[config.mk]
export PLATFORM = sky130hd
export DESIGN_NAME = pc_stack
export DESIGN_NICKNAME = d
export VERILOG_FILES = /design/src/rtl/gumnut_pkg.sv /design/src/rtl/pc_lifo.sv /design/src/rtl/pc_stack.sv
export SDC_FILE = /design/constraint.sdc
export NUM_CORES = 1
export LEC_CHECK = 0
export CELL_PAD_IN_SITES_DETAIL_PLACEMENT = 2
export CELL_PAD_IN_SITES_GLOBAL_PLACEMENT = 2
export CORE_ASPECT_RATIO = 1.4
export CORE_UTILIZATION = 31
export DETAILED_ROUTE_END_ITERATION = 8
export MAX_ROUTING_LAYER = met4
export PLACE_DENSITY = 0.67
export REMOVE_ABC_BUFFERS = 1
export SYNTH_ARGS = -nofsm -noshare
export SYNTH_HDL_FRONTEND = slang
export SYNTH_HIERARCHICAL = 1
export SYNTH_SLANG_ARGS = --single-unit
[constraint.sdc]
create_clock -name clk_i -period 3.8 [get_ports clk_i]
set_clock_uncertainty 0.05 [all_clocks]
set_input_delay 0.76 -clock clk_i [delete_from_list [all_inputs] [get_ports clk_i]]
set_output_delay 0.76 -clock clk_i [all_outputs]
set_load 0.02 [all_outputs]
[src/rtl/gumnut_pkg.sv]
// Shared core constants: PC width, PC type and default return-stack depth.
package gumnut_pkg;
  localparam int PC_W        = 12;
  localparam int STACK_DEPTH = 8;
  typedef logic [PC_W-1:0] pc_t;
endpackage

[src/rtl/pc_lifo.sv]
// Return-address LIFO with count, full/empty and sticky over/underflow flags.
// PC_STACK_WRAP_EN selects circular storage that discards the oldest entry on push-when-full.
module pc_lifo
  import gumnut_pkg::*;
#(
  parameter int DEPTH = STACK_DEPTH,
  parameter int AW    = PC_W
) (
  input  logic          clk,
  input  logic          rst,
  input  logic          push,
  input  logic          pop,
  input  logic [AW-1:0] din,
  output logic [AW-1:0] top,
  output logic          empty,
  output logic          full,
  output logic          overflow,
  output logic          underflow
);
  localparam int PW = $clog2(DEPTH);
  localparam int CW = PW + 1;

  logic [AW-1:0] mem [DEPTH];
  logic [CW-1:0] count;
  logic [PW-1:0] top_idx;
  logic [PW-1:0] waddr;
  logic          we;
  logic          do_repl, do_push, do_pop;

  assign empty   = (count == '0);
  assign full    = (count == CW'(DEPTH));
  // push+pop on an empty stack falls through to a plain push
  assign do_repl = push && pop && !empty;
  assign do_push = push && !do_repl;
  assign do_pop  = pop && !push;

`ifdef PC_STACK_WRAP_EN
  // head is the next write slot; the oldest live entry sits at head-count
  logic [PW-1:0] head;

  always_comb begin
    top_idx = head - 1'b1;
    waddr   = do_repl ? top_idx : head;
    we      = !rst && (do_repl || do_push);
  end

  always_ff @(posedge clk) begin
    if (rst) begin
      head  <= '0;
      count <= '0;
    end else if (do_push) begin
      head <= head + 1'b1;
      if (!full) count <= count + 1'b1;
    end else if (do_pop && !empty) begin
      head  <= head - 1'b1;
      count <= count - 1'b1;
    end
  end
`else
  always_comb begin
    top_idx = PW'(count - 1'b1);
    waddr   = do_repl ? top_idx : PW'(count);
    we      = !rst && (do_repl || (do_push && !full));
  end

  always_ff @(posedge clk) begin
    if (rst) begin
      count <= '0;
    end else if (do_push && !full) begin
      count <= count + 1'b1;
    end else if (do_pop && !empty) begin
      count <= count - 1'b1;
    end
  end
`endif

  always_ff @(posedge clk) begin
    if (we) mem[waddr] <= din;
  end

  always_ff @(posedge clk) begin
    if (rst) begin
      overflow  <= 1'b0;
      underflow <= 1'b0;
    end else begin
      if (do_push && full) overflow <= 1'b1;
      if (do_pop && empty) underflow <= 1'b1;
    end
  end

  assign top = empty ? '0 : mem[top_idx];
endmodule

[src/rtl/pc_stack.sv]
// Return-address stack plus single-level interrupt PC/flag save for the next-PC selector.
// Build option PC_STACK_WRAP_EN: push-when-full overwrites the oldest return address.
module pc_stack
  import gumnut_pkg::*;
#(
  parameter int DEPTH = STACK_DEPTH,
  parameter int AW    = PC_W
) (
  input  logic          clk_i,
  input  logic          rst_i,
  input  logic          push_i,
  input  logic          pop_i,
  input  logic [AW-1:0] PC_i,
  input  logic          int_i,
  input  logic          reti_i,
  input  logic          carry_i,
  input  logic          zero_i,
  output logic [AW-1:0] stackaddr_o,
  output logic [AW-1:0] intPC_o,
  output logic          intcarry_o,
  output logic          intzero_o,
  output logic          int_active_o,
  output logic          empty_o,
  output logic          full_o,
  output logic          overflow_o,
  output logic          underflow_o
);
  logic [AW-1:0] ret_pc;

  assign ret_pc = PC_i + 1'b1;

  pc_lifo #(.DEPTH(DEPTH), .AW(AW)) u_lifo (
    .clk       (clk_i),
    .rst       (rst_i),
    .push      (push_i),
    .pop       (pop_i),
    .din       (ret_pc),
    .top       (stackaddr_o),
    .empty     (empty_o),
    .full      (full_o),
    .overflow  (overflow_o),
    .underflow (underflow_o)
  );

  // No nesting: reti takes priority, and a new int is only taken when idle
  always_ff @(posedge clk_i) begin
    if (rst_i) begin
      intPC_o      <= '0;
      intcarry_o   <= 1'b0;
      intzero_o    <= 1'b0;
      int_active_o <= 1'b0;
    end else if (int_active_o) begin
      if (reti_i) int_active_o <= 1'b0;
    end else if (int_i) begin
      intPC_o      <= PC_i;
      intcarry_o   <= carry_i;
      intzero_o    <= zero_i;
      int_active_o <= 1'b1;
    end
  end
endmodule

Word-level counts from Yosys, hierarchy flattened:

Memory sizes are Yosys's and may differ from the RTL's.
Cells that the tools add are included.

* RAM bits: 96
* output and inout port bits: 31
* memories: 1
* bits of input ports: 20
* bits in registers: 21

* reduce and logical (&&, ||, !) cells: 18
* eq/ne operators: 1
* multiplexer cells: 9
* bitwise logic cells: 1
* add/sub/neg operators: 3

Memory list
* u_lifo.mem: words 8, width 12, rd ports 1, clocked after memory_dff 0, write ports 1, line pc_lifo.sv:23 `logic [AW-1:0] mem [DEPTH];`

Operators with widths (number)
* adder 12 x 1 -> 12 bit, second input constant: 1
* two-way mux 12 bit: 1
* logical AND 1 bit: 9
* two-way mux 4 bit: 2
* logical NOT 1 bit: 5
* two-way mux 1 bit: 5
* adder 4 x 1 -> 4 bit, second input constant: 1
* equality test 4 bit, second input constant: 1
* logical NOT 4 bit: 1
* subtractor 4 x 1 -> 4 bit, second input constant: 1
* two-way mux 3 bit: 1
* AND reduction 2 bit: 1
* nonzero test 2 bit: 1
* logical OR 1 bit: 1
* inverter 1 bit: 1

Longest topological paths before layout:

* word-level depth: 10
* gate-level depth with buffers: 10
* depth with buffers taken out: 7

Cells and area by module:

The synthesis kept the hierarchy.

Modules (own cells, without submodules)
* pc_lifo: times used 1, cells an instance 247, sequential area each 3002.9 um^2, area each 4222.8 um^2
* pc_stack: times used 1, cells an instance 93, sequential area each 300.3 um^2, area each 711.9 um^2

Worst setup path after synthesis:

Ideal clock, no wire load.

* path type: reg-to-output
* from: register u_lifo.count[0]
* to: output port stackaddr_o[10]
* arrival time: 2122 ps
* path buffers: 3
* path slack: 868 ps
* stages on the path, launching flop included: 9
* cells stage by stage: dfxtp_1 -> buf_2 -> buf_2 -> inv_1 -> ha_1 -> buf_1 -> mux4_2 -> nand2_1 -> a21oi_1

* word-level cells in the longest chain between the ends: 3
* elaborated cells on any way between the ends: 4
* classes of those cells: add/sub (1); mux (1); reduce/logical (1); memory (1)

Ends and longest elaborated chain
* start, declared: line pc_lifo.sv:24 `logic [CW-1:0] count;`
* start signal, assigned: line pc_lifo.sv:70 `count <= count + 1'b1;`
* start signal, assigned: line pc_lifo.sv:72 `count <= count - 1'b1;`
* subtractor 4 x 1 -> 4 bit: line pc_lifo.sv:61 `top_idx = PW'(count - 1'b1);`
* memory (8 x 12 bit)
* two-way mux 12 bit (*): line pc_lifo.sv:91 `assign top = empty ? '0 : mem[top_idx];`
* end, declared: line pc_stack.sv:18 `output logic [AW-1:0] stackaddr_o,`

Every way passes the cells marked *; elsewhere a longest branch is shown, timed or not.

Worst setup path in the final report:

* from: register u_lifo.count[1]
* to: output port stackaddr_o[9]

The elaborated chain is that of the path after synthesis.

==> flow_metrics.env <==
export IMPL_path_max_fanout=31
export IMPL_power_switching_mw=1.604
export IMPL_fill_cells=1581
export IMPL_avgRoutedWirePerCell_microns=21.35
export IMPL_grt_pass1_vias=3475
export IMPL_required_ns=2.99
export IMPL_avgSynthCellArea_sq_um=14.51
export IMPL_initial_utilization=0.3176
export IMPL_path_class="register to primary output"
export IMPL_path_delay_family="buffers and inverters"
export IMPL_first_pass_iters=4
export IMPL_fin_crit_sh=0.9520
export IMPL_dp_slack_ns=0.4981
export IMPL_grt_pass1_wl_microns=20530
export IMPL_start_kind="register"
export IMPL_rows=54
export IMPL_cts_tree="done"
export IMPL_max_freq_ghz=0.2764
export IMPL_hp_class="register to register"
export IMPL_finalWirelength_microns=13060
export IMPL_yosysTopAreaCell="edfxtp_1"
export IMPL_p_sw_frac=0.3261
export IMPL_r2r_start="u_lifo/count[1]$_SDFFE_PP0P_"
export IMPL_worstPathArrival_ns=2.81
export IMPL_hold_slack_ns=0.4088
export IMPL_dieHeight_microns=151.3
export IMPL_worst_slack_ns=0.1823
export IMPL_layout_drive_gt1_share=0.1755
export IMPL_rsz0062_at_grt="false"
export IMPL_vias=3080
export IMPL_synth_area_sq_mm=0.004935
export IMPL_htree_levels=4
export IMPL_drc_errors=0
export IMPL_viasPerCell=5.033
export IMPL_ys_ff_latch=117
export IMPL_cts_root_buf="clkbuf_16"
export IMPL_dieArea_sq_mm=0.01643
export IMPL_yosysTopAreaCellShare=0.5842
export IMPL_synth_ff_type="edfxtp_1"
export IMPL_n_antenna_cell=0
export IMPL_ios=51
export IMPL_p_seq_frac=0.316
export IMPL_crit_chain="inv_1 -> ha_1 -> buf_6 -> mux4_2 -> nand2_1 -> a21oi_1 -> clkdlybuf4s50_1"
export IMPL_cts_setup_buffers=0
export IMPL_numCtsBuffers=17
export IMPL_dp_hpwl_microns=8427
export IMPL_syn_inst=340
export IMPL_vdd_ir_drop_max_uv=321.1
export IMPL_finalInstanceArea_sq_mm=0.006285
export IMPL_synth_common_cells="edfxtp_1 (96), nand2_1 (58), a21oi_1 (34)"
export IMPL_leakagePower_nw=2.111
export IMPL_yosys_warnings=6
export IMPL_core_sq_mm=0.01554
export IMPL_path_buf_inv=3
export IMPL_port_buffer_count=50
export IMPL_tightest_slew_ns=0.9960
export IMPL_grt_max_degree=34
export IMPL_cellPowerDensity_mw_per_mm2=782.4
export IMPL_grt_use_total=0.1810
export IMPL_antenna_found_initial=0
export IMPL_p_comb_frac=0.350
export IMPL_place_area_sq_mm=0.005685
export IMPL_outcome="complete, no violations"
export IMPL_ant_nets=0
export IMPL_fin_nets=427
export IMPL_fin_tns_setup_ns=0
export IMPL_post_route_min_period_ns=3.618
export IMPL_areaGrowthSynthToFinish_pct=27.36
export IMPL_grt_ovfl_total=0
export IMPL_ys_seq_area_frac=0.6694
export IMPL_ys_types=43
export IMPL_cts_buffer_depth=2
export IMPL_crit_slowest_cell="clkdlybuf4s50_1"
export IMPL_cap_violations=0
export IMPL_synth_edf_count=96
export IMPL_internal_power_mw=3.313
export IMPL_worst_setup_path_end_kind="primary output"
export IMPL_synthTopCellsByArea="edfxtp_1 (58%), mux4_2 (11%), dfxtp_1 (8.5%)"
export IMPL_yosysMostFrequentCell="edfxtp_1"
export IMPL_hold_viol_final=0
export IMPL_slew_headroom=0.3346
export IMPL_cts_sink_count=117
export IMPL_post_route_util=0.4044
export IMPL_setup_violations=0
export IMPL_clk_latency_ns=0.41
export IMPL_clkPwrFrac=0.334
export IMPL_cp_startpoint="u_lifo/count[1]$_SDFFE_PP0P_"
export IMPL_drv_slew=0
export IMPL_synthArstFlopShare=0
export IMPL_clk_pin_slew_ns=0.05
export IMPL_gp_congestion=0.7102
export IMPL_min_from="intPC_o[0]$_SDFFE_PP0P_"
export IMPL_die_width_microns=108.6
export IMPL_max_stage_delay_ns=0.65
export IMPL_drt_iter0_drc=112
-- final timing paths --
path	slack, ns	to	depth (start not counted)
worst max-delay path	0.18	stackaddr_o[9]	7
worst min-delay path	0.41	intPC_o[0]$_SDFFE_PP0P_	2
worst max register to register	0.92	u_lifo/mem[4][9]$_DFFE_PP_	8
worst min register to register	0.41	intPC_o[0]$_SDFFE_PP0P_	2
-- power groups by stage --
| stage | logic (mW) | registers, mW | clock network [mW] |
|---|---|---|---|
| after floorplan | 0.977 | 1.62 | 0 |
| after global placement | 1.72 | 1.57 | 0 |
| after detailed placement | 1.76 | 1.58 | 0 |
| after CTS | 1.77 | 1.55 | 1.68 |
| after global routing | 1.87 | 1.56 | 1.73 |
| final | 1.72 | 1.55 | 1.64 |
-- per-layer routing --
metal,vias up,global-route usage,share of wire
li1,1405,-,-
met1,1606,0.2009,0.41
met2,59,0.3203,0.55
met3,10,0.03528,0.027
met4,0,0.06486,0.014
met5,-,-,0
-- final cells by class --
class,count,area (sq um),share of cell area
flip-flops and latches,117,3304,0.5258
multi-input cells,198,1511,0.2405
repair buffers,63,601.8,0.09576
clock buffers,20,436.7,0.06948
well taps,196,245.2,0.03902
clock inverters,11,158.9,0.02528
inverters,7,26.28,0.004181
-- placed cells by master, fill, tap and decap left out, types with 2 or more instances in the layout --
cell type,netlist,final
mux2i_1,3,3
clkinvlp_4,0,2
bufinv_16,0,4
nor2b_1,4,4
dfxtp_1,21,20
buf_4,2,12
ha_1,3,3
xor2_1,8,8
nand2_1,58,58
nand2b_1,3,3
clkdlybuf4s50_1,0,50
edfxtp_1,96,96
inv_1,6,6
xnor2_1,5,5
a31oi_1,5,5
nor3_1,4,4
nor4b_1,2,2
nor2_1,17,17
clkbuf_16,0,17
a21oi_1,34,34
nand3_1,5,5
o21ai_0,2,2
mux4_2,24,24
a22oi_1,2,2
clkinv_2,0,4
nor4_1,2,2
clkbuf_1,5,3
-- logic make-up after synthesis --
logic type      count (synthesis)  share of synthesized area
compound gates                 46                    0.05096
xor+xnor                       13                    0.02307
fa+ha+maj                       3                   0.007607
buf+inv                        25                    0.02434
flops                         117                     0.6694
mux                            28                     0.1184
simple gates                  108                     0.1062
-- timing repair --
item                       CTS  global route
hold buffers                 0             0
gates resized for setup      0             1
setup endpoints to repair    0             2
-- state kept, by name, indices dropped and copies added, names as in the netlist --
signal	cells
int_active_o	1
u_lifo/count	4
u_lifo/overflow	1
intPC_o	12
intcarry_o	1
u_lifo/underflow	1
u_lifo/mem	96
intzero_o	1
-- worst reg2reg max path, delay by kind of cell, from the launching register on --
kind / cells / cell delay, ns
compound gates: 1 / 0.12
fa+ha+maj: 1 / 0.31
buf+inv: 3 / 0.64
flops: 1 / 0.45
simple gates: 3 / 1.01
-- per-stage QoR --
step           cells  power, mW
3_5_place_dp     581      3.338
4_1_cts          612      5.002
6_report         612      4.917
2_1_floorplan    322      2.595
3_3_place_gp     581      3.292
5_1_grt          612      5.159
No activity file was read; power rests on OpenSTA's default activity.
==> edit 1: new RTL, same settings <==
Set the package constant `PC_W` to 16 (it was 12).
--- a/src/rtl/gumnut_pkg.sv
+++ b/src/rtl/gumnut_pkg.sv
@@ -1,5 +1,5 @@
 // Shared core constants: PC width, PC type and default return-stack depth.
 package gumnut_pkg;
-  localparam int PC_W        = 12;
+  localparam int PC_W        = 16;
   localparam int STACK_DEPTH = 8;
   typedef logic [PC_W-1:0] pc_t;
Ports: changed (resized PC_i, intPC_o and stackaddr_o); port bits go from 51 to 63. The function was not compared with the original's and may differ.
==> edit 1 against the unedited design <==
  * Core utilization fell by 1.2 points
  * Design area rose by 27%
  * Area after synthesis rose by 31%
  * Final cell count rose by 26%
  * Worst setup slack got worse by 0.063 ns
  * Power rose by 21%
  * Synthesized cell count rose by 26%
  * Sequential cell count rose by 36
  * Wire length rose by 30%
  * Largest cell class unchanged
  * Highest routed layer unchanged
==> edit 1: results (changes against the unedited design) <==
status complete, no violations (unchanged); DP Area 0.00741 mm^2 (was 0.00569 mm^2); Gates resized, CTS repair 1 (was 0); Post-synth EDFFs 128 (was 96); Worst R2R Setup Slack 0.86 ns (was 0.92 ns); area of the multi-input gates 0.00193 mm^2 (was 0.00151 mm^2); met1 GRT Util 0.210 (was 0.201); hpwl dp 11000 um (was 8430 um); largest net degree at the start of global routing 42 (was 34); GPL Wtd Cong 0.756 (was 0.710); Worst R2R End u_lifo/mem[6][8] (was u_lifo/mem[4][9]); M3 GR Usage 0.0270 (was 0.0353); clock buffers 18 (was 20); met2 routed WL 9320 um (was 7190 um); register area share after synthesis 0.675 (was 0.669); post-route cell area 0.00801 mm^2 (was 0.00628 mm^2); worst endpoint data arrival time 2.87 ns (was 2.81 ns); delay-heaviest family, CP buffers and inverters (unchanged); clk tree area frac 0.0734 (was 0.0948); Place WS 0.424 ns (was 0.498 ns); 1st-iter DRT viols 206 (was 112); top-area cell type share of the netlist area 0.597 (was 0.584); critical-path maximum fanout 39 (was 31); Rel. slew slack 0.386 (was 0.335); Largest regs u_lifo/mem x128, intPC_o x16, u_lifo/count x4 (was u_lifo/mem x96, intPC_o x12, u_lifo/count x4); LEAKAGE 2.62 nW (was 2.11 nW); Post-Route WL 17000 um (was 13100 um); hold_ws 0.412 ns (was 0.409 ns); Tot GR Track Use 0.176 (was 0.181); synth cell count leaders edfxtp_1 (128), nand2_1 (76), a21oi_1 (44) (was edfxtp_1 (96), nand2_1 (58), a21oi_1 (34)); min-delay src intPC_o[5] (was intPC_o[0]); part of the power in registers 0.339 (was 0.316); Net Switching 2.07 mW (was 1.60 mW); Vias 3885 (was 3080); synth warn 6 (unchanged); comb pwr 2.24 mW (was 1.72 mW); Non-CTS buffers 76 (was 63); PwrDens 743 mW/mm^2 (was 782 mW/mm^2); r2r startpoint u_lifo/count[1] (unchanged); count of different cell masters after synthesis 44 (was 43); met2 Use GR 0.302 (was 0.320); first-pass GRT wire length 26500 um (was 20500 um); NonClk Buf Share 0.0994 (was 0.0958); filler cell count 2010 (was 1581); post-layout util 0.393 (was 0.404); Multi-In Gates 246 (was 198); met3 WL post-DR 454 um (was 357 um); share of cells above drive strength 1 0.175 (about the same); CP endpoint stackaddr_o[14] (was stackaddr_o[9]); Metal-1 WL 7000 um (was 5340 um); placed cells 737 (was 581); min cycle time layout 3.68 ns (was 3.62 ns); Inverters excl. clock 6 (was 7); vias in the first global route 4392 (was 3475); Area contributors post-synth edfxtp_1 (60%), mux4_2 (11%), dfxtp_1 (7.8%) (was edfxtp_1 (58%), mux4_2 (11%), dfxtp_1 (8.5%)); Peak supply drop 0.289 mV (was 0.321 mV); hold endpoint intPC_o[5] (was intPC_o[0]); Nets 527 (was 427); syn avg cell area 15.0 um^2 (was 14.5 um^2); final cell count without fillers 769 (was 612)
-- edit 1: changes by cell type after synthesis, moves of 2 or more --
cell / before / now
a21oi_1: 34 / 44
a31oi_1: 5 / 3
buf_2: 9 / 11
buf_4: 2 / 4
buf_6: 1 / 3
dfxtp_1: 21 / 25
edfxtp_1: 96 / 128
mux4_2: 24 / 32
nand2_1: 58 / 76
nand4_1: 0 / 5
nor4_2: 1 / 3
nor4b_1: 2 / 0
xor2_1: 8 / 13
-- edit 1: logic make-up after synthesis --
family / share of synthesized area
AO/OA/AOI/OAI: 0.0460
adder cells (fa/ha/maj): 0.00583
AND/OR/NAND/NOR: 0.106
flip-flops: 0.675
buffers and inverters: 0.0255
XOR/XNOR: 0.0231
multiplexers: 0.119
==> edit 2: new RTL, same flow settings <==
Without the edit above. Put a register stage on the output `overflow_o`, with the module's reset. The value now appears one clock later. The other outputs are not delayed to match.
--- a/src/rtl/pc_stack.sv
+++ b/src/rtl/pc_stack.sv
@@ -26,4 +26,6 @@
   output logic          underflow_o
 );
+
+  logic overflow_d;
   logic [AW-1:0] ret_pc;
 
@@ -39,5 +41,5 @@
     .empty     (empty_o),
     .full      (full_o),
-    .overflow  (overflow_o),
+    .overflow  (overflow_d),
     .underflow (underflow_o)
   );
@@ -59,4 +61,12 @@
     end
   end
+  always_ff @(posedge clk_i) begin
+    if (rst_i) begin
+      overflow_o <= '0;
+    end else begin
+      overflow_o <= overflow_d;
+    end
+  end
+
 endmodule
 
Function: changed (Yosys sat finds a counterexample within 10 cycles, from zero or initial values and one cycle with rst_i high).
==> edit 2 against the unedited design <==
  * Register-to-register slack better by 0.06 ns
  * Via count up 0.94%
  * Area after synthesis up 0.53%
  * Clock power down 5%
  * Power down 0.71%
  * Critical path type unchanged
  * Worst setup slack worse by 0.064 ns
  * Critical endpoint unchanged
  * Maximum frequency down 1.8%
  * First-iteration DRC count up 15%
  * Critical path depth unchanged
  * Sequential cell count up 1
  * Design area up 0.64%
  * Wire length up 0.29%
==> edit 2: results (changes against the unedited design) <==
Gates resized, CTS repair 0 (unchanged); clock transition at the registers of the reported paths 0.05 ns (about the same); Worst R2R End u_lifo/mem[7][9] (was u_lifo/mem[4][9]); filler cell count 1548 (was 1581); Root Buffer Master clkbuf_16 (unchanged); GPL Wtd Cong 0.782 (was 0.710); count of different cell masters after synthesis 43 (unchanged); CTS H-tree depth 4 (unchanged); Vias 3109 (was 3080); min-delay src intPC_o[7] (was intPC_o[0]); postcts setup bufs 0 (unchanged); Peak supply drop 0.298 mV (was 0.321 mV); LEAKAGE 2.14 nW (was 2.11 nW); Area contributors post-synth edfxtp_1 (58%), mux4_2 (11%), dfxtp_1 (8.9%) (was edfxtp_1 (58%), mux4_2 (11%), dfxtp_1 (8.5%)); CTS Hold Buffers Added 0 (unchanged); worst endpoint required time 2.99 ns (about the same); antenna cells 0 (unchanged); via/cell ratio 5.02 (was 5.03); vias in the first global route 3527 (was 3475); critical-path maximum fanout 24 (was 31); register area share after synthesis 0.670 (was 0.669); hpwl dp 8810 um (was 8430 um); share of cells above drive strength 1 0.187 (was 0.175); status complete, no violations (unchanged); max incr delay on CP 0.65 ns (about the same); Largest regs u_lifo/mem x96, intPC_o x12, u_lifo/count x4 (unchanged); hold_ws 0.409 ns (about the same); hold endpoint intPC_o[7] (was intPC_o[0]); TritonCTS buffer count 17 (unchanged); placed cells 587 (was 581); Post-Route WL 13100 um (about the same); Place WS 0.548 ns (was 0.498 ns); Cells after Synth 342 (was 340); worst endpoint data arrival time 2.87 ns (was 2.81 ns); 1st-iter DRT viols 129 (was 112); synth warn 6 (unchanged); IO buf count 50 (unchanged); DP Area 0.00575 mm^2 (was 0.00569 mm^2); area of the multi-input gates 0.00152 mm^2 (was 0.00151 mm^2); R2R depth 8 (unchanged); Tot GR Track Use 0.181 (about the same); delay-heaviest family, CP buffers and inverters (unchanged); worst min path class reg2reg (unchanged); Hold Path Depth 2 (unchanged); Worst R2R Setup Slack 0.98 ns (was 0.92 ns); synth cell count leaders edfxtp_1 (96), nand2_1 (58), a21oi_1 (34) (unchanged); largest net degree at the start of global routing 34 (unchanged); Nets 433 (was 427); Rel. slew slack 0.483 (was 0.335); first-pass GRT wire length 20600 um (was 20500 um); clock latency on the worst-skew pair 0.41 ns (about the same)
[edit 2: area by class of cell]
| type | count | area share |
|---|---|---|
| multi-input cells | 199 | 0.240 |
| well taps | 196 | 0.0388 |
| flip-flops and latches | 118 | 0.526 |
| repair buffers | 67 | 0.101 |
| clock buffers | 22 | 0.0734 |
| inverters | 7 | 0.00415 |
| clock inverters | 10 | 0.0168 |
[edit 2: where the power goes]
group | internal, mW | leakage (nW) | switching (mW)
clock | 0.993 | 0.283 | 0.555
sequential | 1.50 | 1.05 | 0.0564
combinational | 0.754 | 0.810 | 1.02
total | 3.25 | 2.14 | 1.63
[edit 2: cell families after synthesis]
logic type	after synthesis	synth area share
compound gates	46	0.0507
flops	118	0.670
xor+xnor	13	0.0230
fa+ha+maj	3	0.00757
buf+inv	25	0.0242
mux	28	0.118
simple gates	109	0.107
[edit 2: per-layer routing]
layer	up-vias	wire length, um	track usage
met1	1619	5360	0.204
met2	57	7300	0.321
met3	12	292	0.0312
met5	-	0	-
met4	0	155	0.0635
li1	1421	-	-
